==> src/rtl/writeback_retire_queue_pkg.sv <==
// ---------------------------------------------------------------------------
// writeback_retire_queue_pkg
// Shared definitions for the writeback retire queue:
//   - load funct3 encodings (RVGA_LB/LH/LW/LBU/LHU)
//   - width of the raw memory word delivered with a load
//   - a helper that flags funct3 codes that are not legal loads
// No ports (package).
// ---------------------------------------------------------------------------
package writeback_retire_queue_pkg;

  localparam int RVGA_LD_DATA_W = 32;

  typedef enum logic [2:0] {
    RVGA_LB  = 3'b000,
    RVGA_LH  = 3'b001,
    RVGA_LW  = 3'b010,
    RVGA_LBU = 3'b100,
    RVGA_LHU = 3'b101
  } rvga_ld_funct3_e;

  // 011, 110 and 111 are not load encodings.
  function automatic logic rvga_ld_illegal(input logic [2:0] funct3);
    return (funct3 == 3'b011) || (funct3 == 3'b110) || (funct3 == 3'b111);
  endfunction

endpackage

==> src/rtl/writeback_retire_queue_if.sv <==
// ---------------------------------------------------------------------------
// writeback_retire_queue_if
// Memory-stage -> writeback handshake bundle. Signal names keep the
// queue's point of view (_i into the queue, _o out of it).
//   v_i / ready_o   valid/ready; op taken when both are high
//   pc_i            op pc
//   rd_i, rd_w_v_i  destination register and its write enable
//   br_v_i, br_tgt_i taken branch/jump and its target
//   alu_result_i    result, or load address when ld_v_i
//   ld_v_i, funct3_i, ld_data_i  load flag, size/sign code, raw word
// Modports: master = memory stage, slave = retire queue.
// ---------------------------------------------------------------------------
interface writeback_retire_queue_if
  import writeback_retire_queue_pkg::*;
#(
  parameter int WORD_W_P = 32,
  parameter int REG_W_P  = 5
);
  logic                      v_i;
  logic                      ready_o;
  logic [WORD_W_P-1:0]       pc_i;
  logic [REG_W_P-1:0]        rd_i;
  logic                      rd_w_v_i;
  logic                      br_v_i;
  logic [WORD_W_P-1:0]       br_tgt_i;
  logic [WORD_W_P-1:0]       alu_result_i;
  logic                      ld_v_i;
  logic [2:0]                funct3_i;
  logic [RVGA_LD_DATA_W-1:0] ld_data_i;

  modport master (
    output v_i, pc_i, rd_i, rd_w_v_i, br_v_i, br_tgt_i,
           alu_result_i, ld_v_i, funct3_i, ld_data_i,
    input  ready_o
  );

  modport slave (
    input  v_i, pc_i, rd_i, rd_w_v_i, br_v_i, br_tgt_i,
           alu_result_i, ld_v_i, funct3_i, ld_data_i,
    output ready_o
  );
endinterface

==> src/rtl/writeback_load_align.sv <==
// ---------------------------------------------------------------------------
// writeback_load_align
// Combinational load extraction: picks the byte/half/word lane addressed by
// addr_i out of the raw memory word and sign- or zero-extends it.
//   ld_data_i  in  32        raw aligned memory word
//   addr_i     in  2         low address bits (byte lane)
//   funct3_i   in  3         load size/sign code
//   data_o     out WORD_W_P  extended load value
//   err_o      out 1         misaligned access or illegal funct3
// ---------------------------------------------------------------------------
module writeback_load_align
  import writeback_retire_queue_pkg::*;
#(
  parameter int WORD_W_P = 32
) (
  input  logic [RVGA_LD_DATA_W-1:0] ld_data_i,
  input  logic [1:0]                addr_i,
  input  logic [2:0]                funct3_i,
  output logic [WORD_W_P-1:0]       data_o,
  output logic                      err_o
);

  logic [7:0]  byte_sel;
  logic [15:0] half_sel;

  always_comb begin
    byte_sel = ld_data_i[7:0];
    case (addr_i)
      2'd1:    byte_sel = ld_data_i[15:8];
      2'd2:    byte_sel = ld_data_i[23:16];
      2'd3:    byte_sel = ld_data_i[31:24];
      default: byte_sel = ld_data_i[7:0];
    endcase
    // addr_i[0] set on a half access is flagged as an error, so only addr_i[1] selects.
    half_sel = addr_i[1] ? ld_data_i[31:16] : ld_data_i[15:0];

    data_o = '0;
    err_o  = 1'b0;
    case (funct3_i)
      RVGA_LB:  data_o = WORD_W_P'($signed(byte_sel));
      RVGA_LBU: data_o = WORD_W_P'(byte_sel);
      RVGA_LH: begin
        data_o = WORD_W_P'($signed(half_sel));
        err_o  = addr_i[0];
      end
      RVGA_LHU: begin
        data_o = WORD_W_P'(half_sel);
        err_o  = addr_i[0];
      end
      RVGA_LW: begin
        data_o = WORD_W_P'($signed(ld_data_i));
        err_o  = (addr_i != 2'd0);
      end
      default: err_o = rvga_ld_illegal(funct3_i);
    endcase
  end

endmodule

==> src/rtl/writeback_retire_queue.sv <==
// ---------------------------------------------------------------------------
// writeback_retire_queue
// In-order DEPTH_P-entry writeback queue. Load data is aligned/extended when
// an op is accepted; at most one op retires per cycle into registered
// register-file and redirect outputs. Retiring a taken branch flushes the
// rest of the queue (and any same-cycle enqueue).
//   clk_i, rst_i    clock, synchronous active-high reset
//   stall_v_i       hold the head; no retire this cycle
//   mem_if          slave side of the memory-stage handshake bundle
//   rd_o, rd_data_o, rd_w_v_o   retired register write
//   br_v_o, br_tgt_o            redirect strobe and target
//   pc_o                        retired pc
//   ld_err_v_o                  retired load was misaligned/illegal
//   retire_cnt_o                retired-op counter (wraps)
//   count_o                     current occupancy
// ---------------------------------------------------------------------------
module writeback_retire_queue
  import writeback_retire_queue_pkg::*;
#(
  parameter int WORD_W_P = 32,
  parameter int REG_W_P  = 5,
  parameter int DEPTH_P  = 4,
  parameter int CNT_W_P  = 32
) (
  input  logic                         clk_i,
  input  logic                         rst_i,
  input  logic                         stall_v_i,
  writeback_retire_queue_if.slave      mem_if,
  output logic [REG_W_P-1:0]           rd_o,
  output logic [WORD_W_P-1:0]          rd_data_o,
  output logic                         rd_w_v_o,
  output logic                         br_v_o,
  output logic [WORD_W_P-1:0]          br_tgt_o,
  output logic [WORD_W_P-1:0]          pc_o,
  output logic                         ld_err_v_o,
  output logic [CNT_W_P-1:0]           retire_cnt_o,
  output logic [$clog2(DEPTH_P+1)-1:0] count_o
);

  localparam int PTR_W = $clog2(DEPTH_P);
  localparam int OCC_W = $clog2(DEPTH_P+1);

  typedef struct packed {
    logic [WORD_W_P-1:0] pc;
    logic [REG_W_P-1:0]  rd;
    logic                rd_w_v;
    logic                br_v;
    logic [WORD_W_P-1:0] br_tgt;
    logic [WORD_W_P-1:0] data;
    logic                err;
  } rvga_writeback_entry_t;

  // Pointers wrap modulo DEPTH_P, which need not be a power of two.
  function automatic logic [PTR_W-1:0] next_ptr(input logic [PTR_W-1:0] ptr);
    return (ptr == PTR_W'(DEPTH_P-1)) ? '0 : ptr + 1'b1;
  endfunction

  rvga_writeback_entry_t mem_q [DEPTH_P];
  rvga_writeback_entry_t mem_d [DEPTH_P];
  rvga_writeback_entry_t head;
  rvga_writeback_entry_t new_entry;

  logic [PTR_W-1:0]    rd_ptr_q, rd_ptr_d, wr_ptr_q, wr_ptr_d;
  logic [OCC_W-1:0]    count_q, count_d;
  logic [REG_W_P-1:0]  rd_q, rd_d;
  logic [WORD_W_P-1:0] rd_data_q, rd_data_d;
  logic [WORD_W_P-1:0] br_tgt_q, br_tgt_d;
  logic [WORD_W_P-1:0] pc_q, pc_d;
  logic                rd_w_v_q, rd_w_v_d;
  logic                br_v_q, br_v_d;
  logic                ld_err_v_q, ld_err_v_d;
  logic [CNT_W_P-1:0]  retire_cnt_q, retire_cnt_d;

  logic                ready, retire, flush, enq;
  logic [WORD_W_P-1:0] ld_word;
  logic                ld_err;

  writeback_load_align #(.WORD_W_P(WORD_W_P)) u_load_align (
    .ld_data_i (mem_if.ld_data_i),
    .addr_i    (mem_if.alu_result_i[1:0]),
    .funct3_i  (mem_if.funct3_i),
    .data_o    (ld_word),
    .err_o     (ld_err)
  );

  // Depends only on the occupancy register: no path from v_i or stall_v_i.
  assign ready          = (count_q != OCC_W'(DEPTH_P));
  assign mem_if.ready_o = ready;

  always_comb begin
    head   = mem_q[rd_ptr_q];
    retire = (count_q != '0) && !stall_v_i;
    flush  = retire && head.br_v;
    // An op offered while a branch retires is dropped with the rest of the queue.
    enq    = mem_if.v_i && ready && !flush;

    new_entry.pc     = mem_if.pc_i;
    new_entry.rd     = mem_if.rd_i;
    new_entry.rd_w_v = mem_if.rd_w_v_i;
    new_entry.br_v   = mem_if.br_v_i;
    new_entry.br_tgt = mem_if.br_tgt_i;
    new_entry.data   = mem_if.ld_v_i ? ld_word : mem_if.alu_result_i;
    new_entry.err    = mem_if.ld_v_i & ld_err;

    mem_d = mem_q;
    if (enq) mem_d[wr_ptr_q] = new_entry;

    wr_ptr_d = enq    ? next_ptr(wr_ptr_q) : wr_ptr_q;
    rd_ptr_d = retire ? next_ptr(rd_ptr_q) : rd_ptr_q;
    count_d  = count_q + OCC_W'(enq) - OCC_W'(retire);
    if (flush) begin
      wr_ptr_d = '0;
      rd_ptr_d = '0;
      count_d  = '0;
    end

    rd_d         = rd_q;
    rd_data_d    = rd_data_q;
    br_tgt_d     = br_tgt_q;
    pc_d         = pc_q;
    retire_cnt_d = retire_cnt_q;
    rd_w_v_d     = 1'b0;
    br_v_d       = 1'b0;
    ld_err_v_d   = 1'b0;
    if (retire) begin
      rd_d         = head.rd;
      rd_data_d    = head.data;
      br_tgt_d     = head.br_tgt;
      pc_d         = head.pc;
      rd_w_v_d     = head.rd_w_v && !head.err && (head.rd != '0);
      br_v_d       = head.br_v;
      ld_err_v_d   = head.err;
      retire_cnt_d = retire_cnt_q + 1'b1;
    end
  end

  always_ff @(posedge clk_i) begin
    if (rst_i) begin
      rd_ptr_q     <= '0;
      wr_ptr_q     <= '0;
      count_q      <= '0;
      rd_q         <= '0;
      rd_data_q    <= '0;
      br_tgt_q     <= '0;
      pc_q         <= '0;
      rd_w_v_q     <= 1'b0;
      br_v_q       <= 1'b0;
      ld_err_v_q   <= 1'b0;
      retire_cnt_q <= '0;
    end else begin
      rd_ptr_q     <= rd_ptr_d;
      wr_ptr_q     <= wr_ptr_d;
      count_q      <= count_d;
      rd_q         <= rd_d;
      rd_data_q    <= rd_data_d;
      br_tgt_q     <= br_tgt_d;
      pc_q         <= pc_d;
      rd_w_v_q     <= rd_w_v_d;
      br_v_q       <= br_v_d;
      ld_err_v_q   <= ld_err_v_d;
      retire_cnt_q <= retire_cnt_d;
    end
  end

  // Entry storage needs no reset: occupancy alone decides what is valid.
  always_ff @(posedge clk_i) begin
    mem_q <= mem_d;
  end

  assign rd_o         = rd_q;
  assign rd_data_o    = rd_data_q;
  assign rd_w_v_o     = rd_w_v_q;
  assign br_v_o       = br_v_q;
  assign br_tgt_o     = br_tgt_q;
  assign pc_o         = pc_q;
  assign ld_err_v_o   = ld_err_v_q;
  assign retire_cnt_o = retire_cnt_q;
  assign count_o      = count_q;

endmodule

==> src/flat_wrapper.sv <==
// flat-port wrapper written by rule: the top's interface ports become plain ports
module writeback_retire_queue_flat import writeback_retire_queue_pkg::*;
#(
  parameter int WORD_W_P = 32,
  parameter int REG_W_P  = 5,
  parameter int DEPTH_P  = 4,
  parameter int CNT_W_P  = 32
)
  (clk_i, rst_i, stall_v_i, rd_o, rd_data_o, rd_w_v_o, br_v_o, br_tgt_o, pc_o, ld_err_v_o, retire_cnt_o, count_o, mem_if_v_i, mem_if_pc_i, mem_if_rd_i, mem_if_rd_w_v_i, mem_if_br_v_i, mem_if_br_tgt_i, mem_if_alu_result_i, mem_if_ld_v_i, mem_if_funct3_i, mem_if_ld_data_i, mem_if_ready_o);
  writeback_retire_queue_if #(.WORD_W_P(WORD_W_P), .REG_W_P(REG_W_P)) mem_if_i ();
  input  logic clk_i;
  input  logic rst_i;
  input  logic stall_v_i;
  output logic [REG_W_P-1:0] rd_o;
  output logic [WORD_W_P-1:0] rd_data_o;
  output logic rd_w_v_o;
  output logic br_v_o;
  output logic [WORD_W_P-1:0] br_tgt_o;
  output logic [WORD_W_P-1:0] pc_o;
  output logic ld_err_v_o;
  output logic [CNT_W_P-1:0] retire_cnt_o;
  output logic [$clog2(DEPTH_P+1)-1:0] count_o;
  input wire logic [$bits(mem_if_i.v_i)-1:0] mem_if_v_i;
  input wire logic [$bits(mem_if_i.pc_i)-1:0] mem_if_pc_i;
  input wire logic [$bits(mem_if_i.rd_i)-1:0] mem_if_rd_i;
  input wire logic [$bits(mem_if_i.rd_w_v_i)-1:0] mem_if_rd_w_v_i;
  input wire logic [$bits(mem_if_i.br_v_i)-1:0] mem_if_br_v_i;
  input wire logic [$bits(mem_if_i.br_tgt_i)-1:0] mem_if_br_tgt_i;
  input wire logic [$bits(mem_if_i.alu_result_i)-1:0] mem_if_alu_result_i;
  input wire logic [$bits(mem_if_i.ld_v_i)-1:0] mem_if_ld_v_i;
  input wire logic [$bits(mem_if_i.funct3_i)-1:0] mem_if_funct3_i;
  input wire logic [$bits(mem_if_i.ld_data_i)-1:0] mem_if_ld_data_i;
  output wire logic [$bits(mem_if_i.ready_o)-1:0] mem_if_ready_o;
  assign mem_if_i.v_i = mem_if_v_i;
  assign mem_if_i.pc_i = mem_if_pc_i;
  assign mem_if_i.rd_i = mem_if_rd_i;
  assign mem_if_i.rd_w_v_i = mem_if_rd_w_v_i;
  assign mem_if_i.br_v_i = mem_if_br_v_i;
  assign mem_if_i.br_tgt_i = mem_if_br_tgt_i;
  assign mem_if_i.alu_result_i = mem_if_alu_result_i;
  assign mem_if_i.ld_v_i = mem_if_ld_v_i;
  assign mem_if_i.funct3_i = mem_if_funct3_i;
  assign mem_if_i.ld_data_i = mem_if_ld_data_i;
  assign mem_if_ready_o = mem_if_i.ready_o;
  writeback_retire_queue #(.WORD_W_P(WORD_W_P), .REG_W_P(REG_W_P), .DEPTH_P(DEPTH_P), .CNT_W_P(CNT_W_P)) u_core (.clk_i(clk_i), .rst_i(rst_i), .stall_v_i(stall_v_i), .mem_if(mem_if_i), .rd_o(rd_o), .rd_data_o(rd_data_o), .rd_w_v_o(rd_w_v_o), .br_v_o(br_v_o), .br_tgt_o(br_tgt_o), .pc_o(pc_o), .ld_err_v_o(ld_err_v_o), .retire_cnt_o(retire_cnt_o), .count_o(count_o));
endmodule
==> config.mk <==
export PLATFORM = sky130hd
export DESIGN_NAME = writeback_retire_queue_flat
export DESIGN_NICKNAME = d
export VERILOG_FILES = /design/src/rtl/writeback_retire_queue_pkg.sv /design/src/rtl/writeback_retire_queue_if.sv /design/src/rtl/writeback_load_align.sv /design/src/rtl/writeback_retire_queue.sv /design/src/flat_wrapper.sv
export SDC_FILE = /design/constraint.sdc
export NUM_CORES = 1
export LEC_CHECK = 0
export BUFFER_PORTS_ARGS = -buffer_cell sky130_fd_sc_hd__buf_2
export CAP_MARGIN = 20
export CORE_MARGIN = 2
export CORE_UTILIZATION = 50
export CTS_CLUSTER_SIZE = 10
export DETAILED_ROUTE_END_ITERATION = 12
export GPL_TIMING_DRIVEN = 1
export PLACE_DENSITY_LB_ADDON = 0.3
export SETUP_SLACK_MARGIN = 0.5
export SYNTH_ARGS = -nofsm -noshare
export SYNTH_HDL_FRONTEND = slang
export SYNTH_SLANG_ARGS = --single-unit
==> constraint.sdc <==
create_clock -name clk_i -period 6.5 [get_ports clk_i]
set_input_delay 0.975 -clock clk_i [delete_from_list [all_inputs] [get_ports clk_i]]
set_output_delay 0.975 -clock clk_i [all_outputs]
set_load 0.02 [all_outputs]
==> summary.md <==
| Metric | Value |
|---|---|
| Outcome | complete, no violations |
| Post-CTS Setup Repair Bufs | 0 |
| Worst Path Max Fanout | 54 |
| Launch instance of the worst min-delay path | u_core.pc_o[19]$_SDFFE_PP0P_ |
| TritonCTS clock tree | yes |
| Cell area after synthesis | 21490 um2 |
| Capture instance of the worst register-to-register path | u_core.mem_q[349]$_DFFE_PP_ |
| Register-to-Register Setup Slack | 2.76 ns |
| Max-slew violations | 0 |
| Number of nets in the synthesized netlist | 1516 |
| Synthesized flop and latch total | 559 |
| Most common flop cell mapped by yosys | sky130_fd_sc_hd__edfxtp_1 |
| Signed area change from the synthesized netlist to the final layout | 18.19% |
| Most common library cell in the layout ignoring fill and taps | sky130_fd_sc_hd__edfxtp_1 |
| Maximum number of pins on one net before global-route repair | 82 |
| Actual slew at the worst max-slew pin | roughly 1.1 ns |
| Post-Route Setup TNS | 0 ns |
| Number of global-route vias before repair | around 13000 |
| Wire length after detailed routing | 49300 um |
| Static Leak | approximately 9 nW |
| Area of the multi-input gates | between 5000 and 6000 um2 |
| Total number of vias | roughly 13000 |
| Startpoint-to-endpoint class of the critical path | reg -> reg |
| Area leader, netlist | sky130_fd_sc_hd__edfxtp_1 |
| Post-detailed-route via-to-cell ratio | around 5.7 |
| Worst clock skew on the final layout | roughly 0.014 ns |
| Overall die area | ~45000 um2 |
| Port buffer count | between 200 and 300 |
| Grt total ovfl | 0 |
| Number of enable-type register cells in the synthesized netlist | between 400 and 500 |
| Top-level port count | 283 |
| Worst reg2reg startpoint | u_core.rd_ptr_q[0]$_SDFFE_PP0P_ |
| Detailed-routing iteration count for the pre-antenna-repair pass | 5 |
| Cell internal power dissipation | 7.160 mW |
| TritonCTS Sinks | between 500 and 600 |
| Reported max-cap violation count | 0 |
| Initial Utilization | 0.5099 |
| Deepest clock path buffer count | 3 |
| Worst-case setup slack after placement | 2.653 ns |
| Mean instance size in the synthesized netlist | between 15 and 20 um2 |
| Post-route antenna net violation count | 0 |
| Source-to-sink clock delay at the later pin of the worst-skew pair | 0.56 ns |
| Setup slack of the critical path after layout | about 2.8 ns |
| Critical Path Source Type | flop |
| Worst Hold Path Cells | 2 |
| FF-to-FF path depth | 5 |
| Width of the die | around 210 um |
| Clock root cell | sky130_fd_sc_hd__clkbuf_16 |
| Number of placement rows | 75 |
| Number of fill cells in the layout | 3111 |
| Post-cts resize count | 0 |
| Clock transition at the register clock pins on the worst setup and hold paths after CTS | around 0.05 ns |
| Area of the placeable core | roughly 42000 um2 |
| Critical path capture point type | flop |
| Required @ worst endpoint | 6.68 ns |
| Arr. time, crit path | ~4 ns |
| DRC viols | 0 |
| Worst Hold End | u_core.pc_o[19]$_SDFFE_PP0P_ |
| Portion of the clock cycle consumed by the worst path in the final layout | 0.5760 |
| Async set-or-reset flop fraction in the synthesized netlist | 0 |
| Gate power share | 0.193 |
| Switching power as a share of total power | 0.2740 |
| Maximum level of the CTS H-tree | 3 |
| Overall Power | 9.862 mW |
| Most frequent cells in the layout | 416 x sky130_fd_sc_hd__edfxtp_1, 281 x sky130_fd_sc_hd__buf_2, 222 x sky130_fd_sc_hd__nand2_1, 141 x sky130_fd_sc_hd__a21oi_1, 141 x sky130_fd_sc_hd__dfxtp_1 |
| Area used by sequential logic in the layout | approximately 15000 um2 |
| Synth Instances | around 1400 |
| Sequential fraction of the synthesis area | 0.7147 |
| Number of failing hold endpoints at the final stage | 0 |
| Shortest period the worst path allows | about 3.7 ns |
| Path class of the lowest-slack min-delay path | reg -> reg |
| Sequential share of power | 0.466 |
| Headroom to the max-slew limit | 0.2951 |
| Num CTS Buffers | 66 |
| Number of DRC markers in iteration 0 | roughly 1200 |
| Clock network fraction of total power | 0.341 |
| Die Height | between 200 and 250 um |
| Total of endpoints with negative setup slack in the final report | 0 |
| Nets | around 1800 |
| Setup repair after global routing missed its margin | no |
| First-pass GRT wire length | roughly 74000 um |
| Routability congestion estimate | just under 0.9 |
| Number of antenna violations at the first check in global routing | 5 |
| Highest ir drop seen on vdd | approximately 0.17 mV |
| Combined global-route utilization of all metal layers | 0.2186 |
| Top-area cell type share of the netlist area | 0.5814 |
| Final HPWL from detailed placement | a little over 30000 um |
| Switching pwr | about 2.7 mW |
| Fraction of final layout cells with drive strength greater than 1 | 0.2994 |
| Total of hold buffers inserted after clock tree synthesis | 0 |
| Routed length per placed instance | about 22 um |
| Distinct cells, synth | 52 |
| Cell Pwr Density | slightly below 400 nW/um2 |
| Fmax | 267.1 MHz |
| Yosys warning count | 0 |
| Most area-consuming cells after synthesis | sky130_fd_sc_hd__edfxtp_1 58%, sky130_fd_sc_hd__dfxtp_1 13%, sky130_fd_sc_hd__mux4_2 12% |
cells in the mapped netlist (8+ instances only):
cell type and count:
sky130_fd_sc_hd__edfxtp_1 416, sky130_fd_sc_hd__nand2_1 222, sky130_fd_sc_hd__dfxtp_1 143, sky130_fd_sc_hd__a21oi_1 141, sky130_fd_sc_hd__mux4_2 112, sky130_fd_sc_hd__clkbuf_1 41
sky130_fd_sc_hd__nor2_1 27, sky130_fd_sc_hd__buf_2 22, sky130_fd_sc_hd__and3_1 21, sky130_fd_sc_hd__o21ai_0 18, sky130_fd_sc_hd__a211o_1 16, sky130_fd_sc_hd__a22oi_1 16
sky130_fd_sc_hd__buf_1 16, sky130_fd_sc_hd__nand3_1 15, sky130_fd_sc_hd__nand4_1 15, sky130_fd_sc_hd__or4_1 15, sky130_fd_sc_hd__o31ai_1 11, sky130_fd_sc_hd__or3_1 11
sky130_fd_sc_hd__inv_1 10, sky130_fd_sc_hd__ha_1 8
worst max path at each step:
stage                                          from                     endpoint  slack (ns)  cells past startpoint
global placement    u_core.rd_ptr_q[0]$_SDFFE_PP0P_  u_core.mem_q[285]$_DFFE_PP_        2.64                      5
finish              u_core.rd_ptr_q[0]$_SDFFE_PP0P_  u_core.mem_q[349]$_DFFE_PP_        2.76                      5
detailed placement  u_core.rd_ptr_q[0]$_SDFFE_PP0P_  u_core.mem_q[110]$_DFFE_PP_        2.65                      5
CTS                 u_core.rd_ptr_q[0]$_SDFFE_PP0P_  u_core.mem_q[184]$_DFFE_PP_        2.64                      5
floorplan           u_core.rd_ptr_q[0]$_SDFFE_PP0P_    u_core.mem_q[0]$_DFFE_PP_        2.22                      5
global route        u_core.rd_ptr_q[0]$_SDFFE_PP0P_  u_core.mem_q[319]$_DFFE_PP_        2.46                      5
stage by stage:
stage / utilization / cells / cell area (um2) / hold WS, ns
finish: 0.6027 / 2238 / 25390 / 0.4479
global route: 0.6026 / 2236 / 25390 / 0.4633
CTS: 0.6005 / 2232 / 25300 / 0.4512
detailed placement: 0.5533 / 2112 / 23310 / 0.4437
global placement: 0.5533 / 2112 / 23310 / 0.4405
floorplan: - / 1364 / 21490 / 0.4692
flip-flops by register name, summed over array words and instances, names as in the netlist, 2 cells and up:
name / flops
u_core.br_tgt_o: 32
u_core.count_o: 3
u_core.mem_q: 416
u_core.pc_o: 32
u_core.rd_data_o: 32
u_core.rd_o: 5
u_core.rd_ptr_q: 2
u_core.retire_cnt_o: 32
u_core.wr_ptr_q: 2
metal layers:
| metal | share of wire | global-route usage | vias to the layer above | wire length (um) |
|---|---|---|---|---|
| met3 | 0.072 | 0.04391 | 72 | 3555 |
| met1 | 0.42 | 0.3032 | 6439 | 20720 |
| met2 | 0.49 | 0.3582 | 500 | 24150 |
| met5 | 0.00043 | 0 | - | 21 |
| met4 | 0.017 | 0.05537 | 4 | 850 |
| li1 | - | - | 5814 | - |
power groups by stage:
stage                     clock, mW  combinational (mW)  sequential, mW
after global placement            0                1.90            4.65
after detailed placement          0                1.92            4.67
after CTS                      3.43                1.92            4.61
after global routing           3.57                2.07            4.65
final                          3.36                1.90            4.60
after floorplan                   0                1.15            4.80
critical path: stages, from the launching register on:
cell and delay (ns):
sky130_fd_sc_hd__dfxtp_4 0.73, sky130_fd_sc_hd__mux4_2 0.60, sky130_fd_sc_hd__nor3b_1 0.17, sky130_fd_sc_hd__nor2_1 0.29
sky130_fd_sc_hd__and2_4 0.74, sky130_fd_sc_hd__buf_4 0.75
cell families after synthesis:
family,after synthesis,share of synthesized area
adders and majority gates,9,0.005591
xor gates and xnor gates,10,0.004077
muxes,117,0.1200
AOI/OAI and AO/OA,206,0.05550
DFF,559,0.7147
buffers and inverters,94,0.01898
and+or+nand+nor,369,0.08124
layout make-up:
class | instances | area share
sequential | 559 | 0.6049
multi-input combinational | 711 | 0.2263
clock buffer | 117 | 0.07755
timing repair buffer | 296 | 0.06213
tap | 539 | 0.02656
inverter | 11 | 0.001724
clock inverter | 3 | 0.0006405
antenna | 2 | 0.0001971
(Power assumes the default switching activity.)
